## config.mk

```make
export PLATFORM = sky130hd
export DESIGN_NAME = iterative_divider
export DESIGN_NICKNAME = d
export VERILOG_FILES = /design/src/rtl/iterative_divider.sv
export SDC_FILE = /design/constraint.sdc
export NUM_CORES = 1
export LEC_CHECK = 0
export CAP_MARGIN = 20
export CORE_MARGIN = 2
export CORE_UTILIZATION = 47
export DETAILED_ROUTE_END_ITERATION = 10
export GPL_ROUTABILITY_DRIVEN = 0
export PLACE_DENSITY = 0.75
export SYNTH_ARGS = -nofsm -noshare
export SYNTH_HDL_FRONTEND = slang
export SYNTH_SLANG_ARGS = --single-unit
```

## constraint.sdc

```tcl
create_clock -name clk -period 5.83 [get_ports clk]
set_input_delay 1.166 -clock clk [delete_from_list [all_inputs] [get_ports clk]]
set_output_delay 1.166 -clock clk [all_outputs]
set_load 0.02 [all_outputs]
```

## src/rtl/iterative_divider.sv

```systemverilog
`default_nettype none
// ============================================================================
// Module   : iterative_divider
// Brief    : Multi-cycle restoring divider with RISC-V DIV/DIVU/REM/REMU results.
// Revision : 1.0
// ============================================================================
module iterative_divider #(
    parameter int WIDTH = 32
) (
    input  logic             clk,
    input  logic             rst_n,
    input  logic             start,
    input  logic             is_signed,
    input  logic [WIDTH-1:0] input1,
    input  logic [WIDTH-1:0] input2,
    output logic             busy,
    output logic             done,
    output logic [WIDTH-1:0] quotient,
    output logic [WIDTH-1:0] remainder
);

    localparam int CW = $clog2(WIDTH + 1);
    localparam logic [CW-1:0] c_LAST    = CW'(WIDTH - 1);
    localparam logic [CW-1:0] c_CNT_ONE = CW'(1);

    typedef enum logic [1:0] {
        S_IDLE = 2'd0,
        S_CALC = 2'd1,
        S_FIX  = 2'd2
    } state_t;

    state_t           r_state;
    state_t           w_next;
    logic [CW-1:0]    r_count;
    logic [WIDTH-1:0] r_rem;
    logic [WIDTH-1:0] r_quo;
    logic [WIDTH-1:0] r_div_mag;
    logic [WIDTH-1:0] r_orig_dividend;
    logic             r_div_zero;
    logic             r_q_neg;
    logic             r_r_neg;
    logic             r_busy;
    logic             r_done;
    logic [WIDTH-1:0] r_quotient;
    logic [WIDTH-1:0] r_remainder;

    logic             w_accept;
    logic [WIDTH-1:0] w_mag1;
    logic [WIDTH-1:0] w_mag2;
    logic [WIDTH:0]   w_shift;
    logic [WIDTH:0]   w_trial;

    assign w_accept = (r_state == S_IDLE) && start;
    assign w_mag1   = (is_signed && input1[WIDTH-1]) ? (-input1) : input1;
    assign w_mag2   = (is_signed && input2[WIDTH-1]) ? (-input2) : input2;
    // Partial remainder gains the next dividend bit; the extra MSB is the trial sign.
    assign w_shift  = {r_rem, r_quo[WIDTH-1]};
    assign w_trial  = w_shift - {1'b0, r_div_mag};

    always_ff @(posedge clk or negedge rst_n) begin
        if (!rst_n) begin
            r_state <= S_IDLE;
        end else begin
            r_state <= w_next;
        end
    end

    always_comb begin
        w_next = r_state;
        case (r_state)
            S_IDLE:  if (start) w_next = S_CALC;
            S_CALC:  if (r_count == c_LAST) w_next = S_FIX;
            S_FIX:   w_next = S_IDLE;
            default: w_next = S_IDLE;
        endcase
    end

    always_ff @(posedge clk or negedge rst_n) begin
        if (!rst_n) begin
            r_count         <= '0;
            r_rem           <= '0;
            r_quo           <= '0;
            r_div_mag       <= '0;
            r_orig_dividend <= '0;
            r_div_zero      <= 1'b0;
            r_q_neg         <= 1'b0;
            r_r_neg         <= 1'b0;
            r_busy          <= 1'b0;
            r_done          <= 1'b0;
            r_quotient      <= '0;
            r_remainder     <= '0;
        end else begin
            r_done <= 1'b0;
            case (r_state)
                S_IDLE: begin
                    if (w_accept) begin
                        r_orig_dividend <= input1;
                        r_div_zero      <= (input2 == '0);
                        r_q_neg         <= is_signed && (input1[WIDTH-1] ^ input2[WIDTH-1]);
                        r_r_neg         <= is_signed && input1[WIDTH-1];
                        r_quo           <= w_mag1;
                        r_div_mag       <= w_mag2;
                        r_rem           <= '0;
                        r_count         <= '0;
                        r_busy          <= 1'b1;
                    end
                end
                S_CALC: begin
                    if (!w_trial[WIDTH]) begin
                        r_rem <= w_trial[WIDTH-1:0];
                        r_quo <= {r_quo[WIDTH-2:0], 1'b1};
                    end else begin
                        r_rem <= w_shift[WIDTH-1:0];
                        r_quo <= {r_quo[WIDTH-2:0], 1'b0};
                    end
                    r_count <= r_count + c_CNT_ONE;
                end
                S_FIX: begin
                    // Divide by zero bypasses sign correction entirely.
                    if (r_div_zero) begin
                        r_quotient  <= '1;
                        r_remainder <= r_orig_dividend;
                    end else begin
                        r_quotient  <= r_q_neg ? (-r_quo) : r_quo;
                        r_remainder <= r_r_neg ? (-r_rem) : r_rem;
                    end
                    r_done <= 1'b1;
                    r_busy <= 1'b0;
                end
                default: begin
                    r_busy <= 1'b0;
                end
            endcase
        end
    end

    assign busy      = r_busy;
    assign done      = r_done;
    assign quotient  = r_quotient;
    assign remainder = r_remainder;

endmodule
`default_nettype wire

```

; Word-level counts from Yosys, hierarchy flattened
; Index checks and enable logic that the tools add are counted.
[word_totals]
word_cells = 58
out_inout_bits = 66
in_bits = 68
ff_bits = 205
[classes]
muxes = 20
n_addsub = 6
n_reduce_logical = 11
bitwise = 2
eq_ne = 6
[ops]
columns = op, n
row1 = $mux W32, 9
row2 = $neg A32 Y32, 4
row3 = $pmux W32 S2, 2
row4 = $sub A33 B32 Y33, 1
row5 = $logic_not A32 Y1, 1
row6 = $pmux W6 S2, 1
row7 = $reduce_and A2 Y1, 4
row8 = $add A6 B1 Y6 const B, 1
row9 = $eq A6 B5 Y1 const B, 1
row10 = $mux W6, 1
row11 = $ne A2 B2 Y1 const B, 3
row12 = $logic_and A1 B1 Y1, 4
row13 = $mux W2, 2
row14 = $pmux W2 S2, 1
row15 = $mux W1, 3
row16 = $eq A2 B1 Y1 const B, 1
row17 = $eq A2 B2 Y1 const B, 1
row18 = $logic_not A2 Y1, 1
row19 = $pmux W1 S2, 1
row20 = $reduce_bool A2 Y1, 1
row21 = $not A1 Y1, 1
row22 = $xor A1 B1 Y1, 1

; Depth between registers and ports, before layout
; Gate-level depths: netlist of run 1.
[depth]
word_depth = 4
mapped_depth = 14
ltp_nobuf = 13

; Worst setup path before layout of run 1
; Ideal clock, no wire load.
[synth_path]
path_kind = input -> register
start = in input1[8]
end = reg r_quo[28]
slack_ps = 2554
t_arrival_ps = 3143
required_ps = 5697
setup_ps = 133
path_buffers = 0
cell_stages = 8
path_cell_list = or4_1 > nor2_1 > nand2_1 > o41ai_1 > o21ai_0 > a21oi_1 > xor2_1 > o21ai_0
[synth_between]
elab_chain_cells = 4
[synth_lines]
columns = element, line_no
row1 = from (decl), 14  ; input logic [WIDTH-1:0] input1,
row2 = $neg A32 Y32, 54  ; assign w_mag1 = (is_signed && input1[WIDTH-1]) ? (-input1) : input1;
row3 = $mux W32, 54
row4 = $mux W32, 96  ; if (w_accept) begin
row5 = $pmux W32 S2, 94  ; case (r_state)
row6 = to (signal assigned), 101  ; r_quo <= w_mag1;
row7 = to (signal assigned), 111  ; r_quo <= {r_quo[WIDTH-2:0], 1'b1};
row8 = to (signal assigned), 114  ; r_quo <= {r_quo[WIDTH-2:0], 1'b0};
row9 = to (decl), 36  ; logic [WIDTH-1:0] r_quo;
; Every way passes these cells. The select of a mux whose other input is x is not followed.
; A chain may end at the register's enable or synchronous reset.

; Worst setup path in the final report of run 1
[layout_path]
start = reg r_quo[31]
end = reg r_rem[10]
[layout_between]
elab_chain_cells = 3
[layout_lines]
columns = element, line_no
row1 = $sub A33 B32 Y33, 58  ; assign w_trial = w_shift - {1'b0, r_div_mag};
row2 = $mux W32, 109  ; if (!w_trial[WIDTH]) begin
row3 = $pmux W32 S2, 94
row4 = to (signal assigned), 110  ; r_rem <= w_trial[WIDTH-1:0];
row5 = to (signal assigned), 113  ; r_rem <= w_shift[WIDTH-1:0];
row6 = to (decl), 35  ; logic [WIDTH-1:0] r_rem;
; Every way passes these cells.

==> impl_metrics.ini, run 1 <==
[route]
routedWlPerCell_um = 16.9
vias_per_cell = 5.69
drcViolationCount = 0
dr_total_vias = 10800
number_of_drc_violations_after_detailed_routing_iteration_0 = 985
drtAntennaViolNets = 0
detail_route.wirelength_um = 32000
drt_pass1_iterations = 5

[clocking]
clock_sinks = 205
worst_skew_pair.late_latency_ns = 0.50
cts_hold_buf = 0
postCtsResizedCells = 0
cts_htree_levels = 1
cts.repair_timing.setup_buffer_count = 0
root_buffer = clkbuf_16
clock_path_buffers = 3
clk_transition_reported_paths_ns = 0.06
number_of_buffers_created_by_cts = 22
cts_tree = done

[synthesis]
synth.net_count = 1566
synth_area_per_cell_um2 = 8.50
synthCells = 1460
seq_area_frac_synth_pct = 41.3
netlist_area_mm2 = 0.0124
synth_flop_cell = dfrtp_1
synth.cells.most_frequent = nand2_1 (226), dfrtp_1 (205), o21ai_0 (177)
asyncSetResetFlopFracSynth_pct = 100
yosys_register_bits = 205
leading_cell_types_by_total_area_after_synthesis = dfrtp_1 (41%), o21ai_0 (7.1%), nand2_1 (6.8%)
synth_largest_area_cell = dfrtp_1
synth_edf_count = 0
synthDominantCellAreaShare_pct = 41.3
synth_cell_type_count = 62
synth_most_common_cell = nand2_1
yosysWarnings = 0

[floorplan]
total_die_area_mm2 = 0.0277
floorplan.rows = 59
design.core.area_mm2 = 0.0260
floorplan.initialDensity_pct = 47.8
die_height_um = 166
die_w_um = 166
pin_count = 134

[setup_path]
timing.rr.start = r_quo[31]
crit_path_max_incr_delay_ns = 0.72
critical_path.cell_chain = inv_1, ha_1, fa_1, nand2b_1, a21oi_1, o41a_1, a31o_2, a211oi_1, a211oi_1, xor2_4, buf_4, mux2i_1, o21ai_0
critical_path.n_buffers_inverters = 2
critPathTopFamily = compound AO/OA/AOI/OAI gates
critical-path-slowest-cell = xor2_4
cpMostUsedCell = a211oi_1
cp_data_arrival_time_ns = 4.41
critical_path_source = r_quo[31]
cp.required_ns = 6.21
setup.worst_path.end_class = register
worst_setup_path_start_kind = register
critPathMaxFanout = 25
path_class = register to register

[sta]
final.setup_skew_ns = 0.0115
worst_pin_slew_ns = 1.07
fmax_mhz = 248
setup-violations-final = 0
layout_min_cycle_time_ns = 4.03
fin_tns_setup_ns = 0
setup_slack_ns = 1.80
slew_headroom_pct = 28.1
hold-worst-slack_ns = 0.476
finalMaxSlewViolations = 0
grt_setup_unrepaired = no
timing.final.crit_share_pct = 69.1
timing_hold_violations_final = 0

[global_routing]
total_routing_usage_gr_pct = 22.9
grt_first_pass_wirelength_um = 53300
grt_max_degree = 161
antenna_found_initial = 2
grt.overflow.total = 0
first_global_vias = 10600

[place]
placement.setup.worst_slack_ns = 1.56
hpwl_um = 23300
place.port_buffers = 133
dpl_cell_area_mm2 = 0.0140

[run]
max_cap_viol_count = 0

[layout]
finalNetCount = 1653
drive_gt1_share_pct = 4.23
fillCellCount = 2330
syn2layout_area_growth_pct = 18.3
layout.cell_area.non_filler_mm2 = 0.0147

[power]
p_leak_uw = 0.00628
vdd_ir_max_v = 0.000329
power.total_uw = 8650
power_density_mw_per_mm2 = 589

[hold_path]
holdCritPathClass = register to register
hold_start = r_orig_dividend[3]

[status]
run_status = finished clean
[power breakdown]
group | total (uW) | internal, uW | switching (uW)
combinational | 4580 | 2090 | 2480
sequential | 2770 | 2060 | 712
clock | 1300 | 757 | 547
[routing by layer]
| metal | global-route usage (%) | vias up | wire (um) |
|---|---|---|---|
| met5 | 0 | - | 0 |
| met4 | 6.03 | 0 | 730 |
| met3 | 3.56 | 44 | 1980 |
| met2 | 38.1 | 346 | 14900 |
| met1 | 31.4 | 5155 | 14300 |
| li1 | - | 5250 | - |
[worst min-delay path, delay by kind of cell (launching register included)]
kind / cells / cell delay (ns)
and+or+nand+nor: 2 / 0.11
DFF: 1 / 0.34
[per-stage QoR]
stage	instances	util (%)
after CTS	1893	56.4
final	1896	56.5
after global routing	1895	56.5
after floorplan	1460	-
after detailed placement	1857	53.8
after global placement	1856	53.8
[flip-flops by register name, indices dropped and copies added, names as in the netlist, 2 cells and up]
register,flops
r_rem,32
r_div_mag,32
r_count,6
quotient,32
remainder,32
r_quo,32
r_orig_dividend,32
r_state,2
[kinds of logic (layout without fill, tap and decap cells)]
kind of cell	after synthesis	in the layout	share of synthesized area, %
AO/OA/AOI/OAI	417	417	19.8
adder cells (fa/ha/maj)	38	38	3.89
buffers and inverters	137	236	4.17
AND/OR/NAND/NOR	478	478	17.4
flip-flops	205	205	41.3
multiplexers	36	36	2.91
XOR/XNOR	149	149	10.5
other	0	2	0
[final timing paths]
check	to	slack, ns	depth (start not counted)
max	r_rem[10]	1.80	13
min	r_orig_dividend[3]	0.48	2
max reg2reg	r_rem[10]	1.80	13
min reg2reg	r_orig_dividend[3]	0.48	2
max in group asynchronous	quotient[31]	3.81	2
min in group asynchronous	remainder[11]	0.74	1
[layout by cell type, fill, tap and decap left out, types with 4 or more instances in the layout]
master	Yosys	routed
nor2_1	115	112
nor2b_1	5	5
a31oi_1	14	14
dfrtp_1	205	204
or3_1	8	8
a211oi_1	5	5
xor2_1	77	76
a22oi_1	30	30
clkdlybuf4s50_1	0	132
nor3_1	16	16
nand2_1	226	225
clkbuf_8	0	4
and3_1	5	5
nand3_1	38	38
clkbuf_1	72	8
clkbuf_16	0	23
a21oi_1	111	111
o21bai_1	4	4
nor4_1	5	5
ha_1	37	37
xnor2_1	72	72
a21o_1	18	18
nand2b_1	13	12
o41ai_1	11	11
buf_4	0	8
nand4_1	10	10
o31ai_1	19	19
o21ai_0	177	177
mux2i_1	35	35
and2_1	5	5
inv_1	55	55
or4_1	11	11
[layout make-up]
class                      count  area [um^2]  area share [%]
multi-input combinational   1118         6800            46.3
sequential                   205         5130            35.0
clock inverter                 2         15.0           0.102
timing repair buffer         144         1450            9.88
inverter                      56          210            1.43
tap                          335          419            2.86
clock buffer                  34          647            4.41
antenna                        2         5.00          0.0341
Note: power is estimated with default switching activity, not from simulation.
==> run 2: changes to the inputs <==
PLACE_DENSITY = 0.78   (was 0.75)
clock period = 3.56 ns   (was 5.83 ns; I/O delays follow)
==> impl_metrics.ini, run 2 (synthesized netlist as in run 1, its figures left out) <==
[global_routing]
grt_max_degree = 75
antenna_found_initial = 1
grt_first_pass_wirelength_um = 54500
total_routing_usage_gr_pct = 23.7
grt.overflow.total = 0
first_global_vias = 10600

[route]
drt_pass1_iterations = 6
dr_total_vias = 11100
vias_per_cell = 5.75
detail_route.wirelength_um = 33300
routedWlPerCell_um = 17.2
number_of_drc_violations_after_detailed_routing_iteration_0 = 1087
drcViolationCount = 0
drtAntennaViolNets = 0

[floorplan]
total_die_area_mm2 = 0.0277
design.core.area_mm2 = 0.0260
die_w_um = 166
die_height_um = 166
pin_count = 134
floorplan.initialDensity_pct = 47.8
floorplan.rows = 59

[sta]
fmax_mhz = 295
layout_min_cycle_time_ns = 3.39
setup-violations-final = 0
timing_hold_violations_final = 0
grt_setup_unrepaired = no
final.setup_skew_ns = 0.0155
timing.final.crit_share_pct = 95.2
worst_pin_slew_ns = 0.921
finalMaxSlewViolations = 0
slew_headroom_pct = 38.6
fin_tns_setup_ns = 0

[clocking]
clk_transition_reported_paths_ns = 0.06
clock_path_buffers = 3
postCtsResizedCells = 0
number_of_buffers_created_by_cts = 23
worst_skew_pair.late_latency_ns = 0.51
clock_sinks = 205
cts_htree_levels = 1
cts_hold_buf = 0
root_buffer = clkbuf_16
cts.repair_timing.setup_buffer_count = 0
cts_tree = done

[setup_path]
crit_path_max_incr_delay_ns = 0.55
cp_data_arrival_time_ns = 3.75
critPathMaxFanout = 5
setup.worst_path.end_class = register
reg2regPathDepth = 9
critical-path-slowest-cell = or4_1
worst_setup_path_start_kind = register
critical_path.cell_chain = or4_1, or3_4, nor4_4, nand2b_2, or2_4, or4_4, o31ai_4, xnor2_1, a21oi_1
reg2reg_setup_slack_ns = 0.17
path_class = register to register
regToRegEndpoint = quotient[31]
timing.rr.start = r_quo[7]
cp.required_ns = 3.93

[place]
place.port_buffers = 133
place.detailed.instances = 1888
hpwl_um = 24400

[layout]
finalNonFillerCells = 1931
drive_gt1_share_pct = 6.52
finalNetCount = 1686
final_common_cell = nand2_1
syn2layout_area_growth_pct = 20.9
most-common-layout-cells = nand2_1 (225), dfrtp_1 (204), o21ai_0 (177), clkdlybuf4s50_1 (132), nor2_1 (112)

[power]
vdd_ir_max_v = 0.000637
power_density_mw_per_mm2 = 981
p_leak_uw = 0.00648

[hold_path]
holdCritPathClass = input pin to asynchronous set/reset pin

[status]
run_status = finished clean

[run]
max_cap_viol_count = 0
[run 2: changes by cell type in the layout (fill, tap and decap cells not counted), sizes merged]
cell      previous run  this run
clkinvlp             2         0
clkinv               0         6
buf                 11        43
bufinv               0         1
clkbuf              35        33
[run 2: metal layers]
| layer | track usage [%] | share of wire (%) | vias up |
|---|---|---|---|
| li1 | - | - | 5316 |
| met1 | 31.9 | 42 | 5297 |
| met2 | 39.3 | 48 | 410 |
| met3 | 3.52 | 7.2 | 72 |
| met4 | 8.13 | 3.3 | 0 |
| met5 | 0 | 0 | - |
[run 2: layout make-up]
class	instances	area [um^2]
fill	2281	11000
timing repair buffer	176	1730
antenna	2	5.00
clock buffer	32	649
tap	335	419
clock inverter	7	60.1
sequential	205	5130
multi-input combinational	1118	6800
inverter	56	210
[run 2: worst max-delay path, delay by kind of cell, from the launching register on]
kind | cells | cell delay, ns
DFF | 1 | 0.44
xor gates and xnor gates | 1 | 0.31
AOI/OAI and AO/OA | 2 | 0.47
and+or+nand+nor | 6 | 2.03
[run 2: metrics by stage]
stage | util [%] | area [um^2] | hold WS, ns | setup slack (ns) | total power, uW
after floorplan | - | 12400 | 0.416 | 0.476 | 9590
after global placement | 54.9 | 14300 | 0.459 | 0.0385 | 12100
after detailed placement | 54.9 | 14300 | 0.463 | 0.0385 | 12400
after CTS | 57.6 | 15000 | 0.259 | 0.144 | 14700
after global routing | 57.7 | 15000 | 0.281 | 0.00162 | 15800
final | 57.7 | 15000 | 0.222 | 0.172 | 14700
[run 2: where the power goes]
group	switching, uW	total (uW)	internal (uW)
Combinational	4280	7960	3680
Clock	931	2270	1340
Sequential	1120	4500	3370
Total	6340	14700	8390
[run 2: worst max path at each step]
stage	start	endpoint	slack [ns]
6_report	r_quo[7]	quotient[31]	0.17
5_1_grt	r_rem[2]	r_rem[29]	0.002
4_1_cts	r_quo[8]	quotient[31]	0.14
3_5_place_dp	input1[6]	r_quo[31]	0.04
3_3_place_gp	input1[6]	r_quo[31]	0.04
2_1_floorplan	r_quo[31]	r_rem[3]	0.48
